**config.mk**
```make
export PLATFORM = sky130hd
export DESIGN_NAME = svm_sequencer
export DESIGN_NICKNAME = d
export VERILOG_FILES = /design/src/rtl/svm_pkg.sv /design/src/rtl/svm_cmd_buffer.sv /design/src/rtl/svm_sequencer.sv
export SDC_FILE = /design/constraint.sdc
export NUM_CORES = 1
export LEC_CHECK = 0
export ABC_AREA = 1
export CORE_MARGIN = 2
export CORE_UTILIZATION = 35
export DETAILED_ROUTE_END_ITERATION = 6
export HOLD_SLACK_MARGIN = 0.06
export PLACE_DENSITY = 0.59
export SYNTH_ARGS = -nofsm -noshare
export SYNTH_HDL_FRONTEND = slang
export SYNTH_SLANG_ARGS = --single-unit
```
**constraint.sdc**
```tcl
create_clock -name clk -period 5.8 [get_ports clk]
set_clock_uncertainty 0.1 [all_clocks]
set_input_delay 1.16 -clock clk [delete_from_list [all_inputs] [get_ports clk]]
set_output_delay 1.16 -clock clk [all_outputs]
set_load 0.01 [all_outputs]
```
**src/rtl/svm_pkg.sv**
```systemverilog
// rtl/svm_pkg.sv - shared types and defaults for the svm sequencer
package svm_pkg;
  localparam int SVM_D_WIDTH    = 16;
  localparam int SVM_PERIOD_MIN = 16;
  localparam int SVM_PERIOD_RST = 1000;

  typedef enum logic [1:0] {
    ST_OFF   = 2'd0,
    ST_START = 2'd1,
    ST_RUN   = 2'd2,
    ST_FAULT = 2'd3
  } svm_seq_state_t;

  function automatic logic seq_is_active(input svm_seq_state_t s);
    return (s == ST_START) || (s == ST_RUN);
  endfunction
endpackage

```
**src/rtl/svm_cmd_buffer.sv**
```systemverilog
// rtl/svm_cmd_buffer.sv - 1-deep command buffer, active svm registers and period check
module svm_cmd_buffer
  import svm_pkg::*;
#(
  parameter int D_WIDTH    = SVM_D_WIDTH,
  parameter int PERIOD_MIN = SVM_PERIOD_MIN,
  parameter int PERIOD_RST = SVM_PERIOD_RST
) (
  input  logic               clk,
  input  logic               rstb,
  input  logic [D_WIDTH-1:0] cmd_va_i,
  input  logic [D_WIDTH-1:0] cmd_vb_i,
  input  logic [D_WIDTH-1:0] cmd_vc_i,
  input  logic [D_WIDTH-1:0] cmd_period_i,
  input  logic               load_i,
  input  logic               write_i,
  input  logic               commit_i,
  input  logic               flush_i,
  output logic               period_ok_o,
  output logic               pending_o,
  output logic [D_WIDTH-1:0] va_o,
  output logic [D_WIDTH-1:0] vb_o,
  output logic [D_WIDTH-1:0] vc_o,
  output logic [D_WIDTH-1:0] period_o
);
  logic [D_WIDTH-1:0] buf_va_q, buf_vb_q, buf_vc_q, buf_period_q;
  logic [D_WIDTH-1:0] act_va_q, act_vb_q, act_vc_q, act_period_q;
  logic               pend_q;

  assign period_ok_o = (cmd_period_i >= D_WIDTH'(PERIOD_MIN));

  // write_i (OFF) and commit_i (RUN) never coincide; flush_i never meets commit_i
  always_ff @(posedge clk or negedge rstb) begin
    if (!rstb) begin
      pend_q       <= 1'b0;
      buf_va_q     <= '0;
      buf_vb_q     <= '0;
      buf_vc_q     <= '0;
      buf_period_q <= D_WIDTH'(PERIOD_RST);
      act_va_q     <= '0;
      act_vb_q     <= '0;
      act_vc_q     <= '0;
      act_period_q <= D_WIDTH'(PERIOD_RST);
    end else begin
      if (flush_i) begin
        pend_q <= 1'b0;
      end else if (load_i) begin
        pend_q       <= 1'b1;
        buf_va_q     <= cmd_va_i;
        buf_vb_q     <= cmd_vb_i;
        buf_vc_q     <= cmd_vc_i;
        buf_period_q <= cmd_period_i;
      end else if (commit_i) begin
        pend_q <= 1'b0;
      end

      if (write_i) begin
        act_va_q     <= cmd_va_i;
        act_vb_q     <= cmd_vb_i;
        act_vc_q     <= cmd_vc_i;
        act_period_q <= cmd_period_i;
      end else if (commit_i) begin
        act_va_q     <= buf_va_q;
        act_vb_q     <= buf_vb_q;
        act_vc_q     <= buf_vc_q;
        act_period_q <= buf_period_q;
      end
    end
  end

  assign pending_o = pend_q;
  assign va_o      = act_va_q;
  assign vb_o      = act_vb_q;
  assign vc_o      = act_vc_q;
  assign period_o  = act_period_q;
endmodule

```
**src/rtl/svm_sequencer.sv**
```systemverilog
// rtl/svm_sequencer.sv - trough-synchronous command sequencer and reset owner for svm
module svm_sequencer
  import svm_pkg::*;
#(
  parameter int D_WIDTH    = SVM_D_WIDTH,
  parameter int PERIOD_MIN = SVM_PERIOD_MIN,
  parameter int PERIOD_RST = SVM_PERIOD_RST
) (
  input  logic               clk,
  input  logic               rstb,
  input  logic               enable,
  input  logic               fault_in,
  input  logic               halt,
  input  logic               cmd_valid,
  output logic               cmd_ready,
  input  logic [D_WIDTH-1:0] cmd_vA,
  input  logic [D_WIDTH-1:0] cmd_vB,
  input  logic [D_WIDTH-1:0] cmd_vC,
  input  logic [D_WIDTH-1:0] cmd_period,
  output logic [D_WIDTH-1:0] vA,
  output logic [D_WIDTH-1:0] vB,
  output logic [D_WIDTH-1:0] vC,
  output logic [D_WIDTH-1:0] periodTop,
  output logic               svm_rstb,
  output logic               pending,
  output logic               commit,
  output logic               err_period,
  output logic               fault_flag,
  output logic [D_WIDTH-1:0] cycle_count
);
  svm_seq_state_t     state_q;
  logic               halt_q, svm_rstb_q, commit_q, err_q, fault_q;
  logic [D_WIDTH-1:0] count_q;

  logic trough, accept, period_ok, active, fault_hit, drop, live;
  logic buf_load, buf_write, buf_commit, buf_flush, reject;

  assign trough    = halt & ~halt_q;
  assign accept    = cmd_valid & cmd_ready;
  assign active    = seq_is_active(state_q);
  assign fault_hit = active & fault_in;
  assign drop      = active & ~fault_in & ~enable;
  // a handshake completing in a fault or enable-drop cycle is discarded
  assign live       = ~fault_hit & ~drop;
  assign buf_write  = accept & period_ok & (state_q == ST_OFF);
  assign buf_load   = accept & period_ok & active & live;
  assign buf_commit = (state_q == ST_RUN) & trough & pending & live;
  assign buf_flush  = fault_hit | drop | (state_q == ST_FAULT);
  assign reject     = accept & ~period_ok & live;

  always_comb begin
    cmd_ready = 1'b0;
    case (state_q)
      ST_OFF:           cmd_ready = 1'b1;
      ST_START, ST_RUN: cmd_ready = ~pending;
      default:          cmd_ready = 1'b0;
    endcase
  end

  always_ff @(posedge clk or negedge rstb) begin
    if (!rstb) begin
      state_q    <= ST_OFF;
      halt_q     <= 1'b1;
      svm_rstb_q <= 1'b0;
      commit_q   <= 1'b0;
      err_q      <= 1'b0;
      fault_q    <= 1'b0;
      count_q    <= '0;
    end else begin
      halt_q   <= halt;
      commit_q <= buf_write | buf_commit;
      err_q    <= reject;
      if ((state_q == ST_RUN) && trough && live) count_q <= count_q + D_WIDTH'(1);
      case (state_q)
        ST_OFF: begin
          if (enable && !fault_in) begin
            state_q    <= ST_START;
            svm_rstb_q <= 1'b1;
          end
        end
        ST_START, ST_RUN: begin
          if (fault_in) begin
            state_q    <= ST_FAULT;
            svm_rstb_q <= 1'b0;
            fault_q    <= 1'b1;
          end else if (!enable) begin
            state_q    <= ST_OFF;
            svm_rstb_q <= 1'b0;
          end else if ((state_q == ST_START) && trough) begin
            state_q <= ST_RUN;
          end
        end
        ST_FAULT: begin
          if (!enable && !fault_in) begin
            state_q <= ST_OFF;
            fault_q <= 1'b0;
          end
        end
        default: begin
          state_q    <= ST_OFF;
          svm_rstb_q <= 1'b0;
          fault_q    <= 1'b0;
        end
      endcase
    end
  end

  svm_cmd_buffer #(
    .D_WIDTH   (D_WIDTH),
    .PERIOD_MIN(PERIOD_MIN),
    .PERIOD_RST(PERIOD_RST)
  ) u_cmd_buffer (
    .clk         (clk),
    .rstb        (rstb),
    .cmd_va_i    (cmd_vA),
    .cmd_vb_i    (cmd_vB),
    .cmd_vc_i    (cmd_vC),
    .cmd_period_i(cmd_period),
    .load_i      (buf_load),
    .write_i     (buf_write),
    .commit_i    (buf_commit),
    .flush_i     (buf_flush),
    .period_ok_o (period_ok),
    .pending_o   (pending),
    .va_o        (vA),
    .vb_o        (vB),
    .vc_o        (vC),
    .period_o    (periodTop)
  );

  assign svm_rstb    = svm_rstb_q;
  assign commit      = commit_q;
  assign err_period  = err_q;
  assign fault_flag  = fault_q;
  assign cycle_count = count_q;
endmodule

```
==> run summary, run 1 <==
* 286 MHz — Peak Freq
* 0 — cts repair resizes
* 0 — number of violations of the max-capacitance limit
* 2.81 ns — slack of the worst reg-to-reg path
* 156 — total I/O pin count
* 0.183 — overall routing resource usage
* sky130_fd_sc_hd__nand2_1 (382), sky130_fd_sc_hd__dfrtp_1 (139), sky130_fd_sc_hd__inv_1 (90) — Post-synth top cells
* sky130_fd_sc_hd__clkdlybuf4s50_1 — Worst path slowest cell
* 0 — count of antenna-violating nets left after detailed routing
* 368 — Initial DRC Count
* 53 — std cell rows
* 0.06 ns — clock-pin slew on the worst setup and hold paths
* sky130_fd_sc_hd__clkbuf_16 — root buffer cell
* 2.24 ns — worst endpoint data arrival time
* 5 — largest driver fanout on the critical path
* 152 — Synth Register Bits
* state_q[0]$_DFFE_PN0P_ — RR Startpoint
* 1.96 ns — worst slack after detailed placement
* 0 — post-CTS setup buffer count
* 4 — CP bufs+invs
* buffers and inverters — CP delay by family, top
* 1,155 — count of nets after finishing
* 2 — number of buffers between clock root and the deepest sink
* 0.00486 µW — leakage power
* 2,093 — fillers
* u_cmd_buffer.buf_period_q[7]$_DFFE_PN1P_ — Worst Hold Endpoint
* inv_1 > ha_2 > inv_1 > nand2_1 > nand3_1 > inv_1 > clkdlybuf4s50_1 — ordered cell list for the critical path
* 3.50 ns — shortest period the worst path allows
* 116 — maximum number of pins on one net before global-route repair
* sky130_fd_sc_hd__inv_1 — Critical Path Most Common Cell
* 7380 µm² — cell area after technology mapping
* sky130_fd_sc_hd__dfrtp_1 (47%), sky130_fd_sc_hd__nand2_1 (19%), sky130_fd_sc_hd__nand4_1 (5.7%) — leading post-synthesis cells by cell area
* complete, no violations — result of the run
* built — CTS tree
* 7 — path depth of the worst reg2reg path
* 19,700 µm — WL final
* 0 — number of hold violations in the final report
* 4 — number of H-tree levels
* 1,367 — filler-free cell count of the finished design
* u_cmd_buffer.vb_o[3]$_DFFE_PN0P_ — endpoint of the worst-slack reg-to-reg timing path
* 4.54 ns — required time of the critical path
* 9750 µm² — post-route design area
* 149 µm — Die H
* flop — kind of start point of the critical path
* 0 — warning count from the yosys run
* 2.30 ns — final worst setup slack
* 1,036 — net count after synthesis
* 0.603 — crit share post-route
* 1.00 — fraction of synthesis flops using an asynchronous set or reset pin
* 14.4 µm — routed wire length per instance
* 220 µV — Peak VDD IR
* sky130_fd_sc_hd__dfrtp_1 — ys flop type
* 0.0568 — layout cell share with drive strength beyond 1
* 960 — Post-Syn Instances
* 22,300 µm² — full die area
* sky130_fd_sc_hd__nand2_1 — most numerous cell in the Yosys netlist
* 0 — residual DRC count
* 1,335 — placed instance count
* 0.255 — relative max-transition margin
* 32,400 µm — wire length of the first global-routing pass
* sky130_fd_sc_hd__dfrtp_1 — most area-hungry cell type in the Yosys netlist
* 4.77 — Vias per Instance
* 0 — number of antenna violations at the first check in global routing
* 152 — sinks on the clock net
* 0.354 — starting density of the core
* 149 µm — Die X-Extent
* 0 — number of enable-type register cells in the synthesized netlist
* 0 — final slew viol count
* 17 — clock buffer count from CTS
* 6,188 — via count of the first global-routing pass
* 0 ns — total negative slack for setup checks
* flop to output pin — kind of critical path
* flop to flop — path class of the lowest-slack min-delay path
* 0 — post-cts hold buffer count
* 0.54 ns — CP max stage delay
* 515 nW/µm² — total power divided by cell area
* 2 — depth of the worst hold-timing path
* 11,900 µm — placed wire-length estimate after detailed placement
* 32.0% — Area growth syn-to-layout
* 20,900 µm² — placeable core region
* 0 — total of endpoints with negative setup slack in the final report
* 0 — leftover overflow at the end of global routing
* u_cmd_buffer.buf_period_q[7]$_DFFE_PN1P_ — start point of the worst hold path
* 155 — Buffers on Ports
* 1.12 ns — transition at the pin with the smallest max-transition slack
* output pin — Critical Path End Type
* 9090 µm² — instance area at placement
* 7.69 µm² — synthesized area per cell
* 0 — Diodes inserted
* 6,521 — detailed-route via count
* 23 — number of unique standard cell types used by synthesis
* 5 — drt pass-1 iters
* 0.471 — fraction of post-synthesis cell area in the top cell type by area
* false — RSZ-0062 raised after global routing
* 0.42 ns — source-to-sink clock delay at the later pin of the worst-skew pair
* 0.790 — final RePlAce weighted congestion
* 0.517 — post-synthesis sequential area ratio
[per-layer routing]
layer / track usage / share of wire
met1: 0.252 / 0.48
met2: 0.286 / 0.45
met3: 0.0422 / 0.051
met4: 0.0614 / 0.020
met5: 0 / 0
[cells in the final DEF, fill, tap and decap left out, drive strengths merged]
cell and n:
xor2 5, inv 92, nor4 1, bufinv 5, nand3 79, buf 10, o211ai 1, nor2 27
a31oi 1, dfstp 13, dfrtp 139, clkdlybuf4s50 154, a21oi 2, ha 6, nand2 382, clkbuf 20
clkinv 6, o21ai 74, xnor2 3, o31ai 1, nor3 4, nand4 67
[metrics by stage]
| step | total power (µW) | util | hold WS [ns] |
|---|---|---|---|
| 2_1_floorplan | 2930 | - | 0.353 |
| 3_3_place_gp | 3800 | 0.435 | 0.363 |
| 3_5_place_dp | 3830 | 0.435 | 0.366 |
| 4_1_cts | 5080 | 0.467 | 0.378 |
| 5_1_grt | 5410 | 0.467 | 0.386 |
| 6_report | 5020 | 0.467 | 0.377 |
[logic make-up (layout without fill, tap and decap cells)]
logic type | Yosys count | after routing | synth area share
AOI/OAI and AO/OA | 79 | 79 | 0.0544
xor gates and xnor gates | 8 | 8 | 0.00949
adders and majority gates | 6 | 6 | 0.0102
buffers and inverters | 155 | 287 | 0.0866
DFF | 152 | 152 | 0.517
and+or+nand+nor | 560 | 560 | 0.322
[layout make-up]
class	count	area, µm²	share of cell area
clock buffers	20	457	0.0469
clock inverters	12	196	0.0202
multi-input cells	653	2970	0.304
well taps	275	344	0.0353
inverters	91	342	0.0350
flip-flops and latches	152	3820	0.392
repair buffers	164	1620	0.166
[tightest hold or removal path: stages (launching register included)]
cell	delay (ns)
sky130_fd_sc_hd__dfstp_2	0.37
sky130_fd_sc_hd__nand2_1	0.05
sky130_fd_sc_hd__o21ai_1	0.06
[power by group]
group	switching, µW	total, µW	internal [µW]
sequential	265	1830	1560
combinational	1070	1970	895
clock	438	1220	786
total	1770	5020	3250
[worst max path at each step]
stage	from	cells after the start	to
after floorplan	state_q[0]$_DFFE_PN0P_	6	cmd_ready
after global placement	cmd_period[5]	8	u_cmd_buffer.pending_o$_DFFE_PN0P_
after detailed placement	cmd_period[15]	8	u_cmd_buffer.pending_o$_DFFE_PN0P_
after CTS	state_q[1]$_DFFE_PN0P_	7	cmd_ready
after global routing	state_q[0]$_DFFE_PN0P_	7	cmd_ready
final	state_q[1]$_DFFE_PN0P_	7	cmd_ready
[sequential cells by signal, summed over array words and instances (netlist names)]
register	flops
u_cmd_buffer.buf_vc_q	16
halt_q	1
u_cmd_buffer.buf_period_q	16
u_cmd_buffer.period_o	16
u_cmd_buffer.vb_o	16
err_period	1
u_cmd_buffer.buf_va_q	16
u_cmd_buffer.vc_o	16
state_q	2
fault_flag	1
u_cmd_buffer.pending_o	1
svm_rstb	1
commit	1
u_cmd_buffer.buf_vb_q	16
cycle_count	16
u_cmd_buffer.va_o	16
(Power assumes the default switching activity.)
==> run 2, diff against run 1 <==
PLACE_DENSITY = 0.62   (was 0.59)
clock period = 3.2 ns   (was 5.8 ns; I/O delays follow)
==> run 2 against run 1 <==
- global-route usage rose by 0.67 points
- sequential share of layout area fell by 0.54 points
- non-clock buffer count rose by 9
- clock power rose by 80%
- wire length rose by 2.2%
- power rose by 83%
- worst hold slack got worse by 0.32 ns
- critical path type unchanged
- critical endpoint unchanged
- highest routed layer unchanged
==> run summary, run 2 (synthesized netlist as in run 1, its figures left out) <==
* 5 — drt pass-1 iters
* 5 — largest driver fanout on the critical path
* complete, no violations — result of the run
* 0.813 — final RePlAce weighted congestion
* 53 — std cell rows
* built — CTS tree
* 0.190 — overall routing resource usage
* 0.473 — post-layout utilization of the core
* 4.81 — Vias per Instance
* 0.232 ns — final worst setup slack
* 2,087 — fillers
* output pin — Critical Path End Type
* sky130_fd_sc_hd__nand2_1 (381), sky130_fd_sc_hd__clkdlybuf4s50_1 (154), sky130_fd_sc_hd__dfrtp_1 (139) — commonest cells after routing, fill and taps aside
* 0.354 — starting density of the core
* 156 — total I/O pin count
* 6,384 — via count of the first global-routing pass
* 33.8% — Area growth syn-to-layout
* 149 µm — Die X-Extent
* 0 — number of violations of the max-capacitance limit
* 528 µV — Peak VDD IR
* 0 — count of antenna-violating nets left after detailed routing
* 2 — number of buffers between clock root and the deepest sink
* 0 — leftover overflow at the end of global routing
* 0.42 ns — source-to-sink clock delay at the later pin of the worst-skew pair
* 20,100 µm — WL final
* 0 — Diodes inserted
* 33,500 µm — wire length of the first global-routing pass
* 17 — clock buffer count from CTS
* 337 MHz — Peak Freq
* 14.6 µm — routed wire length per instance
* 1,376 — filler-free cell count of the finished design
* false — RSZ-0062 raised after global routing
* 0.72 ns — slack of the worst reg-to-reg path
* 0.552 ns — worst slack after detailed placement
* 0.0599 — layout cell share with drive strength beyond 1
* 6,613 — detailed-route via count
* 0.0520 ns — post-route worst hold slack
* primary input to async pin — path class of the lowest-slack min-delay path
* 929 nW/µm² — total power divided by cell area
* 149 µm — Die H
* 2.46 ns — required time of the critical path
* 313 — Initial DRC Count
* 0 — residual DRC count
* 0 — number of antenna violations at the first check in global routing
* 0.06 ns — clock-pin slew on the worst setup and hold paths
* 0 — post-CTS setup buffer count
* 1,164 — count of nets after finishing
* 0 — total of endpoints with negative setup slack in the final report
* 0 — cts repair resizes
* 0.799 ns — transition at the pin with the smallest max-transition slack
* flop to output pin — kind of critical path
* 152 — sinks on the clock net
* 0 — number of hold violations in the final report
* 4 — number of H-tree levels
* 12,600 µm — placed wire-length estimate after detailed placement
* sky130_fd_sc_hd__clkbuf_16 — root buffer cell
* flop — kind of start point of the critical path
* 20,900 µm² — placeable core region
* 0.467 — relative max-transition margin
* 0 — final slew viol count
* 1,344 — placed instance count
* 155 — Buffers on Ports
* 22,300 µm² — full die area
* 0.00492 µW — leakage power
* 79 — maximum number of pins on one net before global-route repair
* 0 ns — total negative slack for setup checks
* sky130_fd_sc_hd__nand2_1 — most frequent standard cell in the layout excluding fill and tap cells
* 0.927 — crit share post-route
* 0 — post-cts hold buffer count
* 2.97 ns — shortest period the worst path allows
* 2.23 ns — worst endpoint data arrival time
==> run 2: cell count changes in the layout (fill, tap and decap cells not counted) <==
cell / previous run / this run
sky130_fd_sc_hd__clkbuf_1: 1 / 6
sky130_fd_sc_hd__clkinv_4: 2 / 1
sky130_fd_sc_hd__clkinvlp_4: 0 / 1
sky130_fd_sc_hd__clkinv_2: 4 / 1
sky130_fd_sc_hd__buf_12: 0 / 7
sky130_fd_sc_hd__clkbuf_8: 2 / 1
sky130_fd_sc_hd__buf_4: 9 / 11
sky130_fd_sc_hd__inv_6: 1 / 0
==> run 2: worst paths after layout <==
check | from | to | cells past startpoint
min in group clk | u_cmd_buffer.buf_period_q[7]$_DFFE_PN1P_ | u_cmd_buffer.buf_period_q[7]$_DFFE_PN1P_ | 2
worst max-delay path | state_q[1]$_DFFE_PN0P_ | cmd_ready | 7
worst max register to register | state_q[1]$_DFFE_PN0P_ | u_cmd_buffer.vb_o[8]$_DFFE_PN0P_ | 10
worst min-delay path | rstb | u_cmd_buffer.va_o[15]$_DFFE_PN0P_ | 1
max in group asynchronous | rstb | u_cmd_buffer.period_o[3]$_DFFE_PN1P_ | 2
worst min register to register | u_cmd_buffer.buf_period_q[7]$_DFFE_PN1P_ | u_cmd_buffer.buf_period_q[7]$_DFFE_PN1P_ | 2
==> run 2: metal layers <==
layer,vias to the layer above,GRT usage,part of all wire
met2,186,0.296,0.46
met4,0,0.0486,0.0090
li1,3332,-,-
met1,3082,0.269,0.48
met5,-,0,0
met3,13,0.0422,0.054
==> run 2: cell type report <==
type                    count  area (µm²)  area share
clock buffers              24         462      0.0467
clock inverters             8         171      0.0173
inverters                  91         342      0.0346
multi-input cells         653        2970       0.300
flip-flops and latches    152        3820       0.387
well taps                 275         344      0.0348
repair buffers            173        1780       0.180
==> run 2: stage by stage <==
| stage | power (µW) | area [µm²] |
|---|---|---|
| floorplan | 5320 | 7380 |
| CTS | 9290 | 9880 |
| global placement | 6970 | 9250 |
| detailed placement | 7040 | 9250 |
| global route | 9910 | 9880 |
| finish | 9180 | 9880 |
==> run 2: power by group <==
group	total [µW]	internal (µW)	switching, µW
Clock	2200	1410	789
Combinational	3650	1690	1960
Sequential	3330	2840	499
==> run 2: worst max-delay path: stages (launching register included) <==
cell	delay [ns]
sky130_fd_sc_hd__dfrtp_1	0.40
sky130_fd_sc_hd__inv_1	0.10
sky130_fd_sc_hd__ha_2	0.35
sky130_fd_sc_hd__inv_1	0.09
sky130_fd_sc_hd__nand2_1	0.09
sky130_fd_sc_hd__nand3_1	0.16
sky130_fd_sc_hd__inv_1	0.10
sky130_fd_sc_hd__clkdlybuf4s50_1	0.53
==> run 3, diff against run 2 <==
==> constraint.sdc (replaced) <==
create_clock -name clk -period 3.2 [get_ports clk]
set_clock_uncertainty 0.1 [all_clocks]
set_input_delay 0.32 -clock clk [delete_from_list [all_inputs] [get_ports clk]]
set_output_delay 0.32 -clock clk [all_outputs]
set_load 0.01 [all_outputs]
==> run 3 against run 2 <==
- die area unchanged
- global-route usage down 0.68 points
- clock-buffer cell count down 1
- power down 3.3%
==> run summary, run 3 (synthesized netlist as in run 1, its figures left out) <==
* 0 — Diodes inserted
* state_q[0]$_DFFE_PN0P_ — worst setup path start
* 0.73 ns — slack of the worst reg-to-reg path
* 5650 µW — internal power
* 2.64 ns — shortest period the worst path allows
* sky130_fd_sc_hd__nand2_1 — most frequent standard cell in the layout excluding fill and tap cells
* 0.375 — power share of the sequential group
* 906 nW/µm² — total power divided by cell area
* complete, no violations — result of the run
* 0.183 — overall routing resource usage
* false — RSZ-0062 raised after global routing
* 1 — post-cts hold buffer count
* sky130_fd_sc_hd__clkbuf_16 — root buffer cell
* 0.0592 — layout cell share with drive strength beyond 1
* 0.42 ns — source-to-sink clock delay at the later pin of the worst-skew pair
* 0.354 — starting density of the core
* 2.22 ns — worst endpoint data arrival time
* 0.00489 µW — leakage power
* 20,900 µm² — placeable core region
* output pin — Critical Path End Type
* 4 — number of H-tree levels
* primary input to flop — path class of the lowest-slack min-delay path
* 0 ns — total negative slack for setup checks
* built — CTS tree
* 149 µm — Die X-Extent
* 14.5 µm — routed wire length per instance
* 19,900 µm — WL final
* 429 — Initial DRC Count
* 8880 µW — total power of the final layout
* 773 µV — Peak VDD IR
* 5 — largest driver fanout on the critical path
* 1,161 — count of nets after finishing
* 10 — path depth of the worst reg2reg path
* 0.755 — final RePlAce weighted congestion
* 17 — clock buffer count from CTS
* u_cmd_buffer.buf_vb_q[5]$_DFFE_PN0P_ — endpoint of the worst-slack reg-to-reg timing path
* 0.465 — relative max-transition margin
* state_q[0]$_DFFE_PN0P_ — RR Startpoint
* 2.78 ns — required time of the critical path
* 0.825 — crit share post-route
* 0 — residual DRC count
* flop to output pin — kind of critical path
* 22,300 µm² — full die area
* 156 — total I/O pin count
* 0 — leftover overflow at the end of global routing
* 152 — sinks on the clock net
* 379 MHz — Peak Freq
* 75 — maximum number of pins on one net before global-route repair
* 12,400 µm — placed wire-length estimate after detailed placement
* cmd_ready — critical path capture point
* 0.214 — Clock power frac
* flop — kind of start point of the critical path
* 0 — final slew viol count
* 0 — cts repair resizes
* 0.06 ns — clock-pin slew on the worst setup and hold paths
* 155 — Buffers on Ports
* 2 — number of buffers between clock root and the deepest sink
* 6,561 — detailed-route via count
* 0 — number of hold violations in the final report
* sky130_fd_sc_hd__nand2_1 (381), sky130_fd_sc_hd__clkdlybuf4s50_1 (154), sky130_fd_sc_hd__dfrtp_1 (139) — commonest cells after routing, fill and taps aside
* 0 — total of endpoints with negative setup slack in the final report
* 5 — drt pass-1 iters
* 4.78 — Vias per Instance
* 0 — number of violations of the max-capacitance limit
* 6,257 — via count of the first global-routing pass
* 149 µm — Die H
* 32,600 µm — wire length of the first global-routing pass
* 0 — count of antenna-violating nets left after detailed routing
* 0.803 ns — transition at the pin with the smallest max-transition slack
* 0.411 — Logic pwr share
* 53 — std cell rows
* 3230 µW — switching power total
* 0 — number of antenna violations at the first check in global routing
* 0 — post-CTS setup buffer count
* 32.6% — Area growth syn-to-layout
* 0.364 — net switching fraction of the power
==> run 3: cell types whose count changed in the layout (fill, tap and decap cells not counted), sizes merged <==
cell | before | now
clkinv | 2 | 6
clkbuf | 24 | 23
inv | 91 | 92
bufinv | 5 | 1
dlygate4sd3 | 0 | 1
buf | 19 | 15
==> run 3: critical path: stages (launching register included) <==
cell	delay (ns)
sky130_fd_sc_hd__dfrtp_1	0.40
sky130_fd_sc_hd__inv_1	0.09
sky130_fd_sc_hd__ha_2	0.34
sky130_fd_sc_hd__inv_1	0.08
sky130_fd_sc_hd__nand2_1	0.09
sky130_fd_sc_hd__nand3_1	0.15
sky130_fd_sc_hd__inv_1	0.12
sky130_fd_sc_hd__clkdlybuf4s50_1	0.54
==> run 3: worst min-delay path by stage <==
| stage | start | endpoint | cells after the start |
|---|---|---|---|
| detailed placement | rstb | u_cmd_buffer.buf_va_q[5]$_DFFE_PN0P_ | 1 |
| CTS | halt | halt_q$_DFF_PN1_ | 1 |
| global placement | rstb | u_cmd_buffer.va_o[15]$_DFFE_PN0P_ | 1 |
| finish | halt | halt_q$_DFF_PN1_ | 1 |
| global route | halt | halt_q$_DFF_PN1_ | 1 |
| floorplan | rstb | commit$_DFF_PN0_ | 0 |
==> run 3: power by group through the flow <==
stage | Sequential [µW] | Combinational (µW) | Clock (µW)
after floorplan | 3480 | 1840 | 0
after global placement | 3350 | 3600 | 0
after detailed placement | 3350 | 3680 | 0
after CTS | 3330 | 3690 | 1950
after global routing | 3440 | 4090 | 2040
final | 3330 | 3650 | 1900
==> run 3: final cells by class <==
class                   instances  area (µm²)
multi-input cells             653        2970
inverters                      91         342
repair buffers                170        1770
clock buffers                  23         478
flip-flops and latches        152        3820
clock inverters                 9        76.3
well taps                     275         344
fillers                      2089       11100
==> run 3: layer usage <==
metal  wire length (µm)  GRT usage  vias up  part of all wire
li1                   -          -     3330                 -
met3                969     0.0330       14             0.049
met4                197     0.0486        0            0.0099
met5                  0          0        -                 0
met2               9000      0.282      155              0.45
met1               9700      0.266     3062              0.49
==> run 3: through the flow <==
stage / cell area, µm² / std cells / setup slack [ns] / hold slack (ns) / util
final: 9800 / 1373 / 0.559 / 0.298 / 0.469
after global routing: 9800 / 1373 / 0.433 / 0.299 / 0.469
after CTS: 9800 / 1373 / 0.543 / 0.271 / 0.469
after detailed placement: 9230 / 1340 / 0.727 / 0.264 / 0.442
after global placement: 9230 / 1340 / 0.748 / 0.265 / 0.442
after floorplan: 7380 / 960 / 1.27 / -0.0756 / -
